## src/rtl/data_chk_axi_mm_burst.sv

```systemverilog
`default_nettype none
// ============================================================================
// Module : data_chk_axi_mm_burst
// Desc   : AXI4 read master that reads back a byte-ramp region in INCR bursts
//          and reports the failing-beat count and the first failing address.
// Rev    : 1.0  initial release
// ============================================================================

module data_chk_axi_mm_burst #(
  parameter int AXI_DATA_WIDTH = 32,
  parameter int AXI_ADDR_WIDTH = 32,
  parameter int MAX_BURST_LEN  = 16
) (
  input  logic                      ACLK,
  input  logic                      ARESET,
  input  logic [AXI_ADDR_WIDTH-1:0] BASE_ADDR,
  input  logic [15:0]               BYTES,
  input  logic [15:0]               REPEAT,
  input  logic                      START,
  output logic                      BUSY,
  output logic                      DONE,
  output logic [31:0]               ERR_COUNT,
  output logic [AXI_ADDR_WIDTH-1:0] FIRST_ERR_ADDR,
  output logic [AXI_ADDR_WIDTH-1:0] m_axi_araddr,
  output logic [7:0]                m_axi_arlen,
  output logic [2:0]                m_axi_arsize,
  output logic [1:0]                m_axi_arburst,
  output logic [2:0]                m_axi_arprot,
  output logic                      m_axi_arvalid,
  input  logic                      m_axi_arready,
  input  logic [AXI_DATA_WIDTH-1:0] m_axi_rdata,
  input  logic [1:0]                m_axi_rresp,
  input  logic                      m_axi_rlast,
  input  logic                      m_axi_rvalid,
  output logic                      m_axi_rready
);

  localparam int BPB = AXI_DATA_WIDTH / 8;
  localparam int SZ  = $clog2(BPB);
  localparam logic [AXI_ADDR_WIDTH-1:0] ALIGN_MASK = ~AXI_ADDR_WIDTH'(BPB - 1);
  localparam logic [AXI_ADDR_WIDTH-1:0] ADDR_STEP  = AXI_ADDR_WIDTH'(BPB);
  localparam logic [16:0]               MAX_LEN    = 17'(MAX_BURST_LEN);

  typedef enum logic [2:0] {
    S_IDLE      = 3'd0,
    S_ADDR      = 3'd1,
    S_DATA      = 3'd2,
    S_NEXT_PASS = 3'd3,
    S_FIN       = 3'd4
  } state_t;

  state_t                    state;
  logic [AXI_ADDR_WIDTH-1:0] base_addr;
  logic [AXI_ADDR_WIDTH-1:0] addr;
  logic [16:0]               pass_beats;
  logic [16:0]               beat_cnt;
  logic [15:0]               passes_left;
  logic [8:0]                burst_left;
  logic [7:0]                byte_base;

  assign m_axi_arsize  = 3'(SZ);
  assign m_axi_arburst = 2'b01;
  assign m_axi_arprot  = 3'b000;

  logic [16:0] start_beats;
  assign start_beats = {1'b0, BYTES} >> SZ;

  // Burst length: smallest of the configured maximum, the beats left in the
  // pass, and the beats that fit before the next 4 KB page.
  logic [12:0] bytes_to_4k;
  logic [16:0] remain;
  logic [16:0] to_4k;
  logic [16:0] len_beats;
  always_comb begin
    remain      = pass_beats - beat_cnt;
    bytes_to_4k = 13'h1000 - {1'b0, addr[11:0]};
    to_4k       = {4'd0, bytes_to_4k >> SZ};
    len_beats   = remain;
    if (to_4k < len_beats) len_beats = to_4k;
    if (MAX_LEN < len_beats) len_beats = MAX_LEN;
  end

  logic [BPB-1:0] byte_bad;
  for (genvar j = 0; j < BPB; j++) begin : g_byte
    assign byte_bad[j] = (m_axi_rdata[8*j +: 8] != (byte_base + 8'(j)));
  end

  logic beat_fire;
  logic final_beat;
  logic beat_bad;
  assign beat_fire  = m_axi_rvalid && m_axi_rready;
  assign final_beat = (burst_left == 9'd1);
  assign beat_bad   = (|byte_bad) || (m_axi_rresp != 2'b00) || (m_axi_rlast != final_beat);

  always_ff @(posedge ACLK) begin
    if (ARESET) begin
      state          <= S_IDLE;
      BUSY           <= 1'b0;
      DONE           <= 1'b0;
      ERR_COUNT      <= 32'd0;
      FIRST_ERR_ADDR <= '0;
      m_axi_araddr   <= '0;
      m_axi_arlen    <= 8'd0;
      m_axi_arvalid  <= 1'b0;
      m_axi_rready   <= 1'b0;
      base_addr      <= '0;
      addr           <= '0;
      pass_beats     <= 17'd0;
      beat_cnt       <= 17'd0;
      passes_left    <= 16'd0;
      burst_left     <= 9'd0;
      byte_base      <= 8'd0;
    end else begin
      DONE <= 1'b0;
      case (state)
        S_IDLE: begin
          if (START) begin
            base_addr      <= BASE_ADDR & ALIGN_MASK;
            addr           <= BASE_ADDR & ALIGN_MASK;
            pass_beats     <= start_beats;
            beat_cnt       <= 17'd0;
            byte_base      <= 8'd0;
            passes_left    <= REPEAT;
            ERR_COUNT      <= 32'd0;
            FIRST_ERR_ADDR <= '0;
            if (start_beats == 17'd0 || REPEAT == 16'd0) begin
              state <= S_FIN;
              DONE  <= 1'b1;
            end else begin
              state <= S_ADDR;
              BUSY  <= 1'b1;
            end
          end
        end

        // First ADDR cycle loads the request; it then holds until accepted.
        S_ADDR: begin
          if (!m_axi_arvalid) begin
            m_axi_araddr  <= addr;
            m_axi_arlen   <= 8'(len_beats - 17'd1);
            burst_left    <= 9'(len_beats);
            m_axi_arvalid <= 1'b1;
          end else if (m_axi_arready) begin
            m_axi_arvalid <= 1'b0;
            m_axi_rready  <= 1'b1;
            state         <= S_DATA;
          end
        end

        S_DATA: begin
          if (beat_fire) begin
            if (beat_bad) begin
              if (ERR_COUNT != 32'hFFFF_FFFF) ERR_COUNT <= ERR_COUNT + 32'd1;
              if (ERR_COUNT == 32'd0) FIRST_ERR_ADDR <= addr;
            end
            addr       <= addr + ADDR_STEP;
            beat_cnt   <= beat_cnt + 17'd1;
            byte_base  <= byte_base + 8'(BPB);
            burst_left <= burst_left - 9'd1;
            // The beat count, not rlast, closes the burst.
            if (final_beat) begin
              m_axi_rready <= 1'b0;
              if (beat_cnt + 17'd1 < pass_beats) begin
                state <= S_ADDR;
              end else if (passes_left > 16'd1) begin
                state <= S_NEXT_PASS;
              end else begin
                state <= S_FIN;
                DONE  <= 1'b1;
                BUSY  <= 1'b0;
              end
            end
          end
        end

        S_NEXT_PASS: begin
          addr        <= base_addr;
          beat_cnt    <= 17'd0;
          byte_base   <= 8'd0;
          passes_left <= passes_left - 16'd1;
          state       <= S_ADDR;
        end

        S_FIN: begin
          state <= S_IDLE;
        end

        default: begin
          state <= S_IDLE;
        end
      endcase
    end
  end

endmodule

`default_nettype wire

```

## config.mk

```make
export PLATFORM = sky130hd
export DESIGN_NAME = data_chk_axi_mm_burst
export DESIGN_NICKNAME = d
export VERILOG_FILES = /design/src/rtl/data_chk_axi_mm_burst.sv
export SDC_FILE = /design/constraint.sdc
export NUM_CORES = 1
export LEC_CHECK = 0
export CORE_MARGIN = 1
export CORE_UTILIZATION = 55
export CTS_BUF_LIST = sky130_fd_sc_hd__clkbuf_4 sky130_fd_sc_hd__clkbuf_8
export DETAILED_ROUTE_END_ITERATION = 10
export PLACE_DENSITY = 0.86
export RECOVER_POWER = 50
export SLEW_MARGIN = 20
export SYNTH_ARGS = -nofsm -noshare
export SYNTH_HDL_FRONTEND = slang
export SYNTH_SLANG_ARGS = --single-unit
```

## constraint.sdc

```tcl
create_clock -name ACLK -period 5.85 [get_ports ACLK]
set_clock_uncertainty 0.1 [all_clocks]
set_input_delay 1.755 -clock ACLK [delete_from_list [all_inputs] [get_ports ACLK]]
set_output_delay 1.755 -clock ACLK [all_outputs]
set_load 0.01 [all_outputs]
```

# After elaboration in Yosys (flattened, before gate mapping)
# Index checks and enable logic that the tools add are counted.
word_totals:
  elab_cells: 134
  regBits: 237
  in_bits: 104
  output_inout_bits: 116
op_classes:
  eq_ne: 22
  n_mux: 55
  magnitude_cmp: 4
  n_addsub: 12
  bitwise_logic: 1
  n_reduce_logical: 24
ops:
  columns: ["cell", "count"]
  rows:
  - ["$mux W32", 9]
  - ["$pmux W32 S2", 2]
  - ["$pmux W32 S3", 1]
  - ["$mux W17", 3]
  - ["$pmux W17 S3", 1]
  - ["$add A32 B1 Y32 const B", 1]
  - ["$add A32 B3 Y32 const B", 1]
  - ["$logic_not A32 Y1", 1]
  - ["$ne A32 B32 Y1 const B", 1]
  - ["$ne A8 B8 Y1", 4]
  - ["$pmux W16 S2", 1]
  - ["$mux W9", 3]
  - ["$mux W3", 8]
  - ["$ne A2 B2 Y1 const B", 12]
  - ["$pmux W8 S3", 1]
  - ["$reduce_and A5 Y1", 4]
  - ["$mux W1", 18]
  - ["$pmux W9 S2", 1]
  - ["$add A17 B1 Y17 const B", 1]
  - ["$logic_not A17 Y1", 1]
  - ["$lt A11 B17 Y1", 1]
  - ["$lt A17 B14 Y1", 1]
  - ["$lt A5 B17 Y1 const A", 1]
  - ["$sub A14 B17 Y17", 1]
  - ["27 further kinds", 40]

# Depth between registers and ports, before layout
depth:
  depth_word: 8
  mapped_depth: 23
  ltp_nobuf: 22

# Worst setup path after synthesis
# Ideal clock, no wire load.
synth_timing:
  kind: "register -> register"
  from: "reg beat_cnt[0]"
  to: "reg m_axi_arlen[4]"
  required_time_ns: 5.616
  synth_period_minus_slack_ns: 4.728
  n_path_buf: 1
  setup_time_ns: 0.134
  arrival_ns: 4.494
  path_stages_with_launch: 23
  slack_ns: 1.122
  path_cell_list: "dfxtp_1 ha_1 inv_1 fa_1 a211oi_1 o21ai_2 o22ai_1 xnor2_1 ha_1 nand3_1 a21o_1 a31oi_1 o221ai_1 a221o_1 nor4_2 buf_2 mux2i_1 or2_2 ha_1 and3_1 nand3_1 and3_1 a211oi_1"
synth_between:
  elab_chain_cells: 6
synth_lines:
  columns: ["element", "line", "text"]
  rows:
  - ["start: declaration", "56", "logic [16:0] beat_cnt;"]
  - ["start signal: assignment", "157", "beat_cnt <= beat_cnt + 17'd1;"]
  - ["$sub A14 B17 Y17 (*)", "75", "remain = pass_beats - beat_cnt;"]
  - ["$lt A11 B17 Y1", "79", "if (to_4k < len_beats) len_beats = to_4k;"]
  - ["$mux W17 (*)", "79", null]
  - ["$lt A5 B17 Y1", "80", "if (MAX_LEN < len_beats) len_beats = MAX_LEN;"]
  - ["$mux W9 (*)", "80", null]
  - ["$sub A8 B1 Y8 (*)", "140", "m_axi_arlen <= 8'(len_beats - 17'd1);"]
  - ["end signal: assignment", "140", null]
  - ["end: declaration", "25", "output logic [7:0] m_axi_arlen,"]
# Mark *: on every way between the ends. The rest lies on a longest branch, timed or not.
# A chain may end at the register's enable or synchronous reset.

# Final worst setup path
layout_timing:
  from: "in m_axi_rvalid"
  to: "reg addr[23]"
layout_between:
  elab_chain_cells: 3
layout_lines:
  columns: ["element", "line", "text"]
  rows:
  - ["start: declaration", "34", "input logic m_axi_rvalid,"]
  - ["$logic_and A1 B1 Y1", "91", "assign beat_fire = m_axi_rvalid && m_axi_rready;"]
  - ["$ne A2 B2 Y1 (no line)", null, null]
  - ["$reduce_and A3 Y1 (no line)", null, null]
  - ["end signal: assignment", "119", "addr <= BASE_ADDR & ALIGN_MASK;"]
  - ["end signal: assignment", "156", "addr <= addr + ADDR_STEP;"]
  - ["end signal: assignment", "177", "addr <= base_addr;"]
  - ["end: declaration", "54", "logic [AXI_ADDR_WIDTH-1:0] addr;"]
# Every way passes these cells.

==> metrics.cfg <==
[global_routing]
grt_pass1_vias=12224
use_met3_pct=4.60
antenna_found_initial=4
grt_pass1_wl_um=59000
gr-max-usage-layer=met2
use_met1_pct=37.3
grtUsageMet2_pct=51.1
grt_usage_pct=29.6
grt_max_degree=120
grt_overflow=0

[place]
dpl_cell_area_um2=14900
place_hpwl_um=25000
pre_cts_slack_ps=521
place.gp.congestion=0.887
portBuffers=203

[clocking]
cts_tree=yes
hold_buffers=0
clk_path_buf_depth=3
post_cts_buffers=0
clk_pin_slew_ps=60
clk_latency_ps=550
htreeDepth=2
cts_buffers=39
clock_tree.root_cell=clkbuf_8
cts_resized=0
clock-sinks=229

[setup_path]
worstPathArrival_ps=5700
start_kind=primary input
r2r_end=m_axi_arlen[4]
cp-end-kind=register
rr_startpoint=beat_cnt[3]
worstRegToRegCells=23
crit_fanout=33
reg2reg_slack_ps=540
criticalPathCategory=in2reg
startpoint=m_axi_rvalid
crit_required_ps=6110

[final_layout]
nNetsFinal=2039
n_fill_cell=1870
seq_area_um2=4580
syn_to_final_growth_pct=21.8
drive_above_1_share_pct=5.61
multi_input_area_um2=7580
stdcell_area_um2=15700
post-route-util_pct=68.8

[logic_synthesis]
async_flop_share_pct=0
syn_avg_cell_area_um2=7.39
synth-seq-area-share_pct=35.6
netlist.area_leader.share_pct=35.6
netlist_instances=1740
synth_area_leaders=dfxtp_1, nand2_1, a21oi_1
yosys-top-cells-count=nand2_1, dfxtp_1, nor2_1, a21oi_1, clkbuf_1
synth-edff-count=0
synth_area_um2=12900
synthFlopType=dfxtp_1
yosysMostFrequentCell=nand2_1
synthDistinctLibCells=82
ys_ff_latch=229
synth_warnings=0
yosysTopAreaCell=dfxtp_1

[route]
num_vias=13088
drt-initial-drc-count=1088
drcViolationCount=0
viasPerCell=5.89
dr.pass1.iters=6
finalWirelength_um=36100
ant_nets=0
wl_per_cell_um=16.2

[sta]
final-hold-violation-count=0
fin_setup_tns_ps=0
final.period_utilization_pct=93.0
final_max_slew_viol_count=144
hold_slack_ps=352
setup_viol=0
worst_pin_slew_ps=2300
layout_min_cycle_time_ps=5440
slew_headroom_pct=-54.2
final.setup.worst_slack_ps=410
rsz0062_at_grt=false
max_freq_mhz=184

[die]
die_area_um2=24000
start_util_pct=56.5
coreArea_um2=22800
die_w_um=155
pin_count=220
num_rows=55
die_y_um=155

[run_status]
status=finished with violations
violations=max-capacitance violations, max-slew violations

[pwr]
ir_worst_vdd_mv=0.179
leakage_uw=0.00594
p_per_area_nw_per_um2=387

[hold_path]
hold_class=reg2reg
hold_depth=2
hold_start=base_addr[24]
hold_path_end=base_addr[24]

[flow_run]
cap_violations=4

[worst max path at each step]
stage / end / cells after the start
after CTS: m_axi_arlen[4] / 22
after global placement: m_axi_arlen[4] / 22
final: addr[23] / 8
after detailed placement: m_axi_arlen[4] / 22
after floorplan: m_axi_arlen[4] / 22
after global routing: m_axi_arlen[4] / 23
[state kept, by name, indices dropped and copies added (netlist names)]
signal and count:
burst_left 9, m_axi_arvalid 1, pass_beats 14, ERR_COUNT 32
byte_base 6, m_axi_araddr 30, FIRST_ERR_ADDR 30, BUSY 1
m_axi_arlen 8, m_axi_rready 1, addr 30, DONE 1
base_addr 30, state 3, passes_left 16, beat_cnt 17
[critical path, cell delays in order]
cell and delay, ps:
dlygate4sd3_1 600, a21oi_1 90, o22a_1 220, nor2_1 1700, clkbuf_1 840, o21ai_0 210, a22oi_1 230, nor2_1 60
[area by class of cell]
class | count | share of cell area (%)
clock inverters | 4 | 0.168
multi-input cells | 1335 | 48.4
clock buffers | 58 | 4.46
inverters | 59 | 1.41
diodes | 3 | 0.0479
repair buffers | 221 | 13.8
flip-flops and latches | 229 | 29.3
well taps | 313 | 2.50
[cell usage in the layout, fill, tap and decap left out, types with 52 or more instances in the layout]
cell / netlist / routed
nand3_1: 56 / 54
clkdlybuf4s50_1: 0 / 97
nand2_1: 276 / 276
nor2_1: 210 / 209
nor3_1: 53 / 52
o21ai_0: 83 / 83
dfxtp_1: 229 / 229
dlygate4sd3_1: 0 / 105
inv_1: 58 / 58
a21oi_1: 195 / 195
[metrics by stage]
| step | instances | power [uW] |
|---|---|---|
| CTS | 2219 | 6060 |
| global route | 2222 | 6480 |
| floorplan | 1750 | 3930 |
| global placement | 2157 | 4580 |
| finish | 2222 | 6060 |
| detailed placement | 2157 | 4660 |
[layer usage]
layer,vias to the layer above,part of all wire (%)
li1,6409,-
met1,6125,42
met2,484,49
met3,68,6.9
met4,2,2.4
met5,-,0.036
[cells by family (layout without fill, tap and decap cells)]
group / after synthesis / after routing / share of synthesized area [%]
simple gates: 765 / 765 / 27.7
fa+ha+maj: 50 / 50 / 4.92
other cells: 2 / 15 / 0.0584
mux: 14 / 14 / 1.10
compound gates: 429 / 429 / 20.2
flops: 229 / 229 / 35.6
xor+xnor: 65 / 65 / 4.48
buf+inv: 186 / 342 / 5.94
[report_power, final]
| part | total (uW) | switching (uW) | internal, uW | leakage [uW] |
|---|---|---|---|---|
| clock network | 1390 | 636 | 756 | 0.000388 |
| registers | 2050 | 265 | 1790 | 0.00186 |
| logic | 2610 | 1590 | 1020 | 0.00369 |
Note: power is estimated with default switching activity, not from simulation.
